File: config.mk
export PLATFORM = sky130hd
export DESIGN_NAME = conv_result_reader
export DESIGN_NICKNAME = d
export VERILOG_FILES = /design/src/rtl/conv_result_reader.sv
export SDC_FILE = /design/constraint.sdc
export NUM_CORES = 1
export LEC_CHECK = 0
export CORE_MARGIN = 4
export CORE_UTILIZATION = 38
export DETAILED_ROUTE_END_ITERATION = 7
export MAX_ROUTING_LAYER = met4
export PLACE_DENSITY = 0.68
export SETUP_SLACK_MARGIN = 0.2
export SLEW_MARGIN = 10
export SYNTH_ARGS = -nofsm -noshare
export SYNTH_HDL_FRONTEND = slang
export SYNTH_SLANG_ARGS = --single-unit
export TNS_END_PERCENT = 20
File: constraint.sdc
create_clock -name clk -period 8.5 [get_ports clk]
set_input_delay 1.275 -clock clk [delete_from_list [all_inputs] [get_ports clk]]
set_output_delay 1.275 -clock clk [all_outputs]
set_load 0.005 [all_outputs]
File: src/rtl/conv_result_reader.sv
// Streams the convolution engine's result BRAM out on a valid/ready port once conv_done rises,
// through a 2-entry skid FIFO, while accumulating a wrapping checksum of the delivered words.
module conv_result_reader #(
   parameter int DATA_W    = 16,
   parameter int ADDR_W    = 10,
   parameter int RES_DEPTH = 900,
   parameter int SUM_W     = 32
) (
   input  logic              clk,
   input  logic              rst,
   input  logic              conv_done,
   output logic              bram_en,
   output logic [ADDR_W-1:0] bram_addr,
   input  logic [DATA_W-1:0] bram_dout,
   output logic              m_valid,
   input  logic              m_ready,
   output logic [DATA_W-1:0] m_data,
   output logic              m_last,
   output logic              rd_busy,
   output logic              rd_done,
   output logic [SUM_W-1:0]  checksum
);

   localparam int CNT_W = ADDR_W + 1;
   localparam logic [CNT_W-1:0] LAST_IDX = CNT_W'(RES_DEPTH - 1);

   typedef enum logic [1:0] {IDLE, READ, DRAIN, DONE} state_t;

   state_t            state;
   logic              conv_done_q;
   logic              trig;
   logic              inflight;
   logic              pop;
   logic              issue;
   logic [CNT_W-1:0]  rd_cnt;
   logic [CNT_W-1:0]  beat_cnt;
   logic [ADDR_W-1:0] addr_hold;
   logic [DATA_W-1:0] fifo_mem [2];
   logic              wr_ptr;
   logic              rd_ptr;
   logic [1:0]        fifo_count;
   logic [2:0]        occ_nxt;

   function automatic logic [SUM_W-1:0] sum_wrap(input logic [SUM_W-1:0] acc,
                                                 input logic [DATA_W-1:0] word);
      return acc + SUM_W'(word);
   endfunction

   assign trig    = conv_done && !conv_done_q && (state == IDLE || state == DONE);
   assign m_valid = (fifo_count != 2'd0);
   assign pop     = m_valid && m_ready;
   assign m_data  = m_valid ? fifo_mem[rd_ptr] : '0;
   assign m_last  = m_valid && (beat_cnt == LAST_IDX);

   // Occupancy seen by the next read: a beat leaving this cycle frees its slot, so a
   // continuously ready sink sustains one read per cycle without overflowing the FIFO.
   assign occ_nxt   = {1'b0, fifo_count} + {2'b00, inflight} - {2'b00, pop};
   assign issue     = (state == READ) && (occ_nxt < 3'd2);
   assign bram_en   = issue;
   assign bram_addr = issue ? rd_cnt[ADDR_W-1:0] : addr_hold;

   always_ff @(posedge clk) begin
      if (inflight) fifo_mem[wr_ptr] <= bram_dout;
   end

   always_ff @(posedge clk or posedge rst) begin
      if (rst) begin
         state       <= IDLE;
         conv_done_q <= 1'b1;
         inflight    <= 1'b0;
         rd_cnt      <= '0;
         beat_cnt    <= '0;
         addr_hold   <= '0;
         wr_ptr      <= 1'b0;
         rd_ptr      <= 1'b0;
         fifo_count  <= 2'd0;
         checksum    <= '0;
         rd_busy     <= 1'b0;
         rd_done     <= 1'b0;
      end else begin
         conv_done_q <= conv_done;
         inflight    <= issue;
         fifo_count  <= fifo_count + {1'b0, inflight} - {1'b0, pop};
         if (inflight) wr_ptr <= ~wr_ptr;
         if (issue) begin
            rd_cnt    <= rd_cnt + 1'b1;
            addr_hold <= rd_cnt[ADDR_W-1:0];
         end
         if (pop) begin
            rd_ptr   <= ~rd_ptr;
            checksum <= sum_wrap(checksum, m_data);
            beat_cnt <= beat_cnt + 1'b1;
         end
         case (state)
            IDLE, DONE: begin
               if (trig) begin
                  state    <= READ;
                  rd_cnt   <= '0;
                  beat_cnt <= '0;
                  checksum <= '0;
                  rd_done  <= 1'b0;
                  rd_busy  <= 1'b1;
               end
            end
            READ: begin
               if (issue && rd_cnt == LAST_IDX) state <= DRAIN;
            end
            DRAIN: begin
               if (pop && beat_cnt == LAST_IDX) begin
                  state   <= DONE;
                  rd_busy <= 1'b0;
                  rd_done <= 1'b1;
               end
            end
            default: state <= IDLE;
         endcase
      end
   end

endmodule

Yosys cells after proc, flatten, opt, wreduce, memory -nomap -nowiden
Memory sizes are Yosys's and may differ from the RTL's.
Cells that the tools add are included.

storage, ports and cells
  register bits after elaboration = 74
  RAM bits = 32
  bits of input ports = 20
  output and inout port bits = 63
  word-level logic and storage cells = 69
  memories = 1

operators by class
  add/sub/neg operators = 7
  $lt $le $gt $ge = 1
  equality and inequality tests = 8
  mux-type cells = 23
  bitwise operators = 2
  reductions and logical operators = 15

memories
  memory    words  bits a word  read ports  clocked after memory_dff  write ports  RTL line  text
  fifo_mem  2      16           1           0                         1            38        logic [DATA_W-1:0] fifo_mem [2];

operator list
  operator               number
  $mux 32                3
  $mux 11                6
  $add 32x16->32         1
  $add 11x1->11 const B  2
  $eq 11x10->1 const B   2
  $mux 16                1
  $mux 10                1
  $logic_and 1x1->1      7
  $mux 1                 6
  $mux 2                 3
  $pmux 2 s3             1
  $reduce_and 3->1       2
  $eq 2x2->1 const B     2
  $ne 2x2->1 const B     2
  $pmux 1 s2             2
  $reduce_bool 2->1      2
  $add 2x1->3            1
  $lt 3x2->1 const B     1
  $sub 3x1->3            1
  $add 2x1->2            1
  $eq 2x1->1 const B     1
  $logic_not 2->1        1
  $ne 2x1->1 const B     1
  $not 1->1              2
  other kinds (4)        4

Longest topological paths before layout
Gate-level depths: netlist of run 1.

  depth in word-level cells = 8
  gate-level depth with buffers = 18
  gate-level depth less buffers = 16

Worst setup path after synthesis of run 1
No wires, ideal clock.

  kind = input port to output port
  start point = input m_ready
  end point = output bram_addr[0]
  data arrival time = 3,764 ps
  required time = 7,225 ps
  path slack = 3,461 ps
  cell stages on the path = 13
  path buffers = 3
  path through = nand2_1 > inv_1 > clkbuf_1 > clkbuf_1 > ha_1 > inv_1 > ha_1 > fa_1 > nand3b_1 > inv_2 > clkbuf_1 > nand2_1 > nand2_1

between the ends
  cells in the longest elaborated chain, start to end = 5

ends and longest elaborated chain
  what               RTL line  text
  from (decl)        16        input logic m_ready,
  $logic_and 1x1->1  51        assign pop = m_valid && m_ready;
  via pop            33        logic pop;
  $sub 3x1->3        57        assign occ_nxt = {1'b0, fifo_count} + {2'b00, inflight} - {2'b00, pop};
  via occ_nxt[1]     42        logic [2:0] occ_nxt;
  $lt 3x2->1         58        assign issue = (state == READ) && (occ_nxt < 3'd2);
  $logic_and 1x1->1  58
  via bram_en        12        output logic bram_en,
  $mux 10            -
  to (decl)          13        output logic [ADDR_W-1:0] bram_addr,

The timed path passes the listed nets, and every way through them passes these cells.

Final worst setup path of run 1
  start point = input m_ready
  end point = output bram_addr[0]

between the ends
  cells in the longest elaborated chain, start to end = 5

ends and longest elaborated chain
  what               RTL line
  $logic_and 1x1->1  51
  $sub 3x1->3        57
  via occ_nxt[1]     42
  $lt 3x2->1         58
  $logic_and 1x1->1  58
  $mux 10            -

The timed path passes the listed nets, and every way through them passes these cells.

==> run summary, run 1 <==
Fin crit period: 6.43 ns
Final number of setup-violating endpoints: 0
Mean number of vias per cell: 5.27
Die Wd: 126 um
Hold path startpoint: addr_hold[5]
Synth Area in Simple Gates: 16.7%
Top post-synthesis cells by area: dfrtp_1, edfxtp_1, ha_1
Cell depth of the worst flop-to-flop path: 17
Flops & latches, synth: 106
Main combinational cell family by area after synthesis: simple AND/OR/NAND/NOR gates
Post-CTS Setup Repair Bufs: 0
CTS Root Buffer Type: clkbuf_16
Placed Cells: 757
Synth Instances: 512
Final WS setup: 2.07 ns
Pwr Density: 340 mW/mm^2
Clock transition at path regs: 0.07 ns
Hold_ws: 0.479 ns
HPWL Detailed: 8.67 mm
First-pass GRT wire length: 20.3 mm
Peak supply drop: 0.154 mV
Aggregate global-route resource usage: 16.1%
Cell Int Power: 0.00138 W
Startpoint Class: input pin
Setup TNS: 0 ns
# resized after CTS: 0
DRT iter0 DRCs: 417
Total of max-cap violations: 0
Pins over their slew limit: 0
WL final: 12.3 mm
Die Y: 126 um
Worst Path Arrival: 5.15 ns
Synth Cell Area: 0.00530 mm^2
Clock Path Buffers: 2
Synth area leader: dfrtp_1
Netlist cell types: 52
Post-Place Setup Slack: 1.99 ns
Clk_skew: 0.00834 ns
Residual DRC: 0
Flop pwr share: 32.1%
Max H-tree Level: 3
Post-synth EDFFs: 32
I/O Pins: 83
Total CTS buffers: 9
WHS Path Cells: 2
Clock sinks: 106
Top_reg_cell synth: dfrtp_1
Area grow syn2layout: 25.0%
Synth Area in Adders: 6.19%
Slack of the worst reg-to-reg path: 3.84 ns
Ys Warns: 0
Switch Pwr: 0.000867 W
Compound-Gate Fraction of Synth Area: 10.7%
Avg WL per Cell: 15.9 um
CTS tree: done
Final Cycle Share: 75.6%
Final cell count without fillers: 773
Asr flop ratio synth: 69.8%
Worst setup EP type: output port
Combinational power share: 48.5%
Sw Ratio: 38.5%
Pwr Total: 0.00225 W
Post-synth top cells: dfrtp_1, nand2_1, nor2_1, a21oi_1, edfxtp_1
Clock share of power: 19.4%
Clock latency at the later pin of the worst-skew pair: 0.35 ns
Drt first pass iters: 5
Post-synth top area share: 34.5%
Core ar.: 0.0135 mm^2
Die area: 0.0159 mm^2
Initial Util: 39.4%
Most frequent CP cell: nand2_1
Antenna violations before repair: 0
Grt total ovfl: 0
Ordered cell list for the critical path: clkdlybuf4s50_1 -> nand2_1 -> inv_1 -> buf_4 -> ha_1 -> inv_1 -> ha_1 -> fa_1 -> nand3b_1 -> inv_2 -> nand2_1 -> nand2_1 -> clkdlybuf4s50_1
Hold Buf Count CTS: 0
Leakage: 2.85 nW
Mux cell area share after synthesis: 3.80%
F_max: 0.156 GHz
R2R Path Start: fifo_count[1]
Port Buffers: 82
Post-synthesis average cell area: 10.3 um^2
Sequential share of the synthesized area: 53.1%
Synth Area in XOR/XNOR: 6.94%
Run status: complete, no violations
Hold Path End: addr_hold[5]
CP max stage delay: 0.51 ns
Vias: 4,070
Diode count: 0
Slew headroom: 36.5%
Crit-path max FO: 29
Reg-to-Reg End: state[0]
Antenna Nets Post-Route: 0
Number of global-route vias before repair: 4,020
Top-count cell post-synth: dfrtp_1
Critical Path RT: 7.22 ns
Gpl congestion: 0.890
Post-synthesis net count: 557
Final hold vios: 0
RSZ-0062 raised after global routing: false
Worst-Margin Slew: 0.952 ns
Layout cells sized above 1: 4.69%
Largest net degree at the start of global routing: 75
Worst Hold Class: reg2reg
WS Path Type: in2out
Final nets: 637
Crit path max-delay cell type: clkdlybuf4s50_1
Cell row count: 42
CP top delay family: buffers and inverters
Count of buffer and inverter cells on the critical path: 6
## per-layer routing
metal  part of all wire (%)  track usage [%]  vias up
met3                    5.1             2.88       14
met4                    2.0             5.93        0
met5                      0                -        -
li1                       -                -     1969
met1                     46             21.2     1969
met2                     47             24.9      118
## power groups by stage
stage / combinational [W] / clock, W / sequential, W
after floorplan: 0.000723 / 0 / 0.000697
after global placement: 0.00105 / 0 / 0.000728
after detailed placement: 0.00108 / 0 / 0.000733
after CTS: 0.00110 / 0.000445 / 0.000724
after global routing: 0.00121 / 0.000463 / 0.000737
final: 0.00109 / 0.000436 / 0.000722
## worst max path at each step
stage                 start      endpoint  slack, ns  depth (start not counted)
detailed placement  m_ready  bram_addr[2]       1.99                         13
finish              m_ready  bram_addr[0]       2.07                         13
CTS                 m_ready  bram_addr[2]       1.99                         13
floorplan           m_ready  bram_addr[0]       3.46                         13
global placement    m_ready  bram_addr[1]       2.17                         13
global route        m_ready  bram_addr[1]       1.77                         13
## registers in the layout, indices dropped and copies added, names as in the netlist
name	count
rd_ptr	1
checksum	32
fifo_mem	32
rd_busy	1
rd_done	1
fifo_count	2
wr_ptr	1
addr_hold	10
conv_done_q	1
inflight	1
state	2
rd_cnt	11
beat_cnt	11
## metrics by stage
stage	util, %	area, um^2
global placement	46.9	6310
detailed placement	46.9	6310
finish	49.2	6620
floorplan	-	5300
global route	49.2	6620
CTS	49.2	6620
## layout make-up
type	count	area, um^2
Multi-Input combinational cell	371	2350
Tap cell	176	220
Timing Repair Buffer	87	858
Clock inverter	6	81.3
Sequential cell	106	2810
Fill cell	1251	6830
Inverter	17	63.8
Clock buffer	10	229
## cell usage in the layout, fill, tap and decap left out, drive strengths merged, types with 5 or more instances in the layout
cell / n
ha: 23
inv: 17
a21oi: 35
nor3: 5
xnor2: 20
buf: 5
xor2: 22
edfxtp: 32
nand2: 72
clkdlybuf4s50: 82
dfrtp: 73
mux2i: 19
nand4: 12
o21ai: 19
nand3: 17
and2: 6
clkbuf: 10
nor2: 56
## cells by family after synthesis
| family | Yosys count |
|---|---|
| DFF | 106 |
| and+or+nand+nor | 194 |
| AOI/OAI and AO/OA | 90 |
| buffers and inverters | 35 |
| adders and majority gates | 25 |
| muxes | 20 |
| xor gates and xnor gates | 42 |
## worst reg2reg max path: stages (launching register included)
cell,delay [ns]
dfrtp_1,0.41
nor2_1,0.10
buf_4,0.26
inv_2,0.07
nand2_1,0.51
inv_1,0.10
buf_4,0.26
ha_1,0.32
inv_1,0.04
ha_1,0.18
fa_1,0.45
nand3b_1,0.50
inv_2,0.40
nand2_1,0.15
nor4_1,0.26
nand4_1,0.15
a21o_1,0.24
mux2i_1,0.19
(Power assumes the default switching activity.)
==> run 2: changes to the inputs <==
==> constraint.sdc (replaced) <==
create_clock -name clk -period 6.6 [get_ports clk]
set_input_delay 0.99 -clock clk [delete_from_list [all_inputs] [get_ports clk]]
set_output_delay 0.99 -clock clk [all_outputs]
set_load 0.005 [all_outputs]
==> run summary, run 2 (synthesis gave the netlist of run 1 again) <==
Run status: complete, no violations
Layout cells sized above 1: 4.68% (-0.0078 points)
Die Wd: 126 um (unchanged)
Peak supply drop: 0.201 mV (+30%)
R2R Path Start: fifo_count[1]
Clock transition at path regs: 0.07 ns (about the same)
Pins over their slew limit: 0 (unchanged)
Biggest regs: checksum: 32 flops, fifo_mem: 32 flops
Fillers: 1,232 (-1.5%)
Clock latency at the later pin of the worst-skew pair: 0.35 ns (about the same)
Final number of setup-violating endpoints: 0 (unchanged)
Crit path max-delay cell type: clkdlybuf4s50_1
Worst setup EP type: output port
Crit-path max FO: 18 (-38%)
Number of global-route vias before repair: 3,934 (-2.1%)
Gpl congestion: 0.903 (+1.5%)
Residual DRC: 0 (unchanged)
Diode count: 0 (unchanged)
Worst Hold Class: reg2reg
WL final: 12.0 mm (-2.1%)
F_max: 0.185 GHz
WS Path Type: in2out
Hold path startpoint: addr_hold[6]
First-pass GRT wire length: 20.0 mm (-1.9%)
Most frequent CP cell: nand2_1
WHS Path Cells: 2 (unchanged)
Most common cell after layout, fill and taps aside: clkdlybuf4s50_1
Hold Path End: addr_hold[6]
Pwr Density: 435 mW/mm^2 (+28%)
CP top delay family: buffers and inverters
Cell depth of the worst flop-to-flop path: 18 (+1)
Cell row count: 42 (unchanged)
Leakage: 2.85 nW (+0.22%)
Setup TNS: 0 ns (unchanged)
Clock Path Buffers: 2 (unchanged)
Clk_skew: 0.00898 ns (+0.000634 ns)
Port Buffers: 82 (unchanged)
Final Cycle Share: 82.0%
M1 wire length: 5.61 mm (-1.7%)
Antenna violations before repair: 0 (unchanged)
Antenna Nets Post-Route: 0 (unchanged)
Worst Path Arrival: 4.42 ns (-0.73 ns)
# resized after CTS: 0 (unchanged)
Post-CTS Setup Repair Bufs: 0 (unchanged)
Die area: 0.0159 mm^2 (unchanged)
I/O Pins: 83 (unchanged)
Avg WL per Cell: 15.5 um (-2.2%)
HPWL Detailed: 8.42 mm (-2.8%)
Mean number of vias per cell: 5.14 (-2.3%)
Most frequent cells in the layout: clkdlybuf4s50_1, dfrtp_1, nand2_1, nor2_1, a21oi_1
Count of buffer and inverter cells on the critical path: 6 (unchanged)
Area grow syn2layout: 25.1%
Critical Path RT: 5.61 ns (-1.61 ns)
RSZ-0062 raised after global routing: false
Die Y: 126 um (unchanged)
Largest net degree at the start of global routing: 75 (unchanged)
Final hold vios: 0 (unchanged)
Met2 Wirelength: 5.52 mm (-3.6%)
Vias: 3,981 (-2.2%)
Clock sinks: 106 (unchanged)
Initial Util: 39.4% (unchanged)
Top Layer Used: met4
CP max stage delay: 0.52 ns (about the same)
CTS Root Buffer Type: clkbuf_16
Slack of the worst reg-to-reg path: 2.42 ns (-1.42 ns)
Core ar.: 0.0135 mm^2 (unchanged)
Ordered cell list for the critical path: clkdlybuf4s50_1 -> nand2_1 -> buf_4 -> inv_1 -> ha_1 -> inv_1 -> ha_1 -> fa_1 -> xor2_1 -> nand3b_1 -> inv_2 -> nand2_1 -> nand2_1 -> clkdlybuf4s50_1
Aggregate global-route resource usage: 15.9% (-0.15 points)
Final nets: 638 (+0.16%)
Met3 routed WL: 655 um (+5.1%)
Max H-tree Level: 3 (unchanged)
Fin crit period: 5.41 ns
Final Util: 49.3% (+0.056 points)
Hold Buf Count CTS: 0 (unchanged)
Startpoint Class: input pin
Grt total ovfl: 0 (unchanged)
Worst-Margin Slew: 0.941 ns (-0.0111 ns)
Slew headroom: 37.3% (+0.74 points)
Total of max-cap violations: 0 (unchanged)
Total CTS buffers: 9 (unchanged)
Reg-to-Reg End: state[1]
DRT iter0 DRCs: 324 (-22%)
CTS tree: done
Drt first pass iters: 4 (-1)
[run 2: cell count changes in the layout (fill, tap and decap cells not counted), sizes merged]
cell and change:
clkinvlp -1, clkinv +1, buf +1
[run 2: worst max-delay path by stage]
stage	startpoint	to	cells past startpoint
after floorplan	m_ready	bram_addr[0]	13
after global placement	m_ready	bram_addr[1]	13
after detailed placement	m_ready	bram_addr[2]	14
after CTS	m_ready	bram_addr[2]	14
after global routing	m_ready	bram_addr[2]	14
final	m_ready	bram_addr[2]	14
[run 2: worst reg2reg max path, stage by stage, from the launching register on]
cell	delay, ns
dfrtp_1	0.41
nor2_1	0.09
buf_4	0.26
inv_2	0.07
nand2_1	0.07
buf_4	0.24
inv_1	0.10
ha_1	0.28
inv_1	0.04
ha_1	0.18
fa_1	0.40
xor2_1	0.16
nand3b_1	0.43
inv_2	0.40
nand2_1	0.15
nor4_1	0.27
nand4_1	0.15
a21o_1	0.24
mux2i_1	0.12
[run 2: final cells by class]
type                            instances  area, um^2  area share [%]
Sequential cell                       106        2810            42.4
Multi-Input combinational cell        371        2350            35.5
Timing Repair Buffer                   88         866            13.1
Clock buffer                           10         229            3.45
Tap cell                              176         220            3.32
Clock inverter                          6        81.3            1.23
Inverter                               17        63.8           0.963
[run 2: metal layers]
layer  GRT usage, %  up-vias
met3           3.39       17
met2           23.2      110
met1           22.0     1895
met4           5.74        0
li1               -     1959
met5              -        -
[run 2: where the power goes]
part	switching, W	total (W)	internal (W)
clock	0.000230	0.000560	0.000330
combinational	0.000750	0.00140	0.000645
sequential	0.000118	0.000928	0.000810
[run 2: stage by stage]
step           hold WS, ns  instance area (um^2)  std cells  setup slack (ns)  power [W]
2_1_floorplan        0.455                  5300        512              2.13    0.00183
3_3_place_gp         0.458                  6320        758              1.34    0.00229
3_5_place_dp         0.463                  6320        758              1.20    0.00233
4_1_cts              0.481                  6630        774              1.16    0.00291
5_1_grt              0.504                  6630        774             0.866    0.00311
6_report             0.475                  6630        774              1.19    0.00288
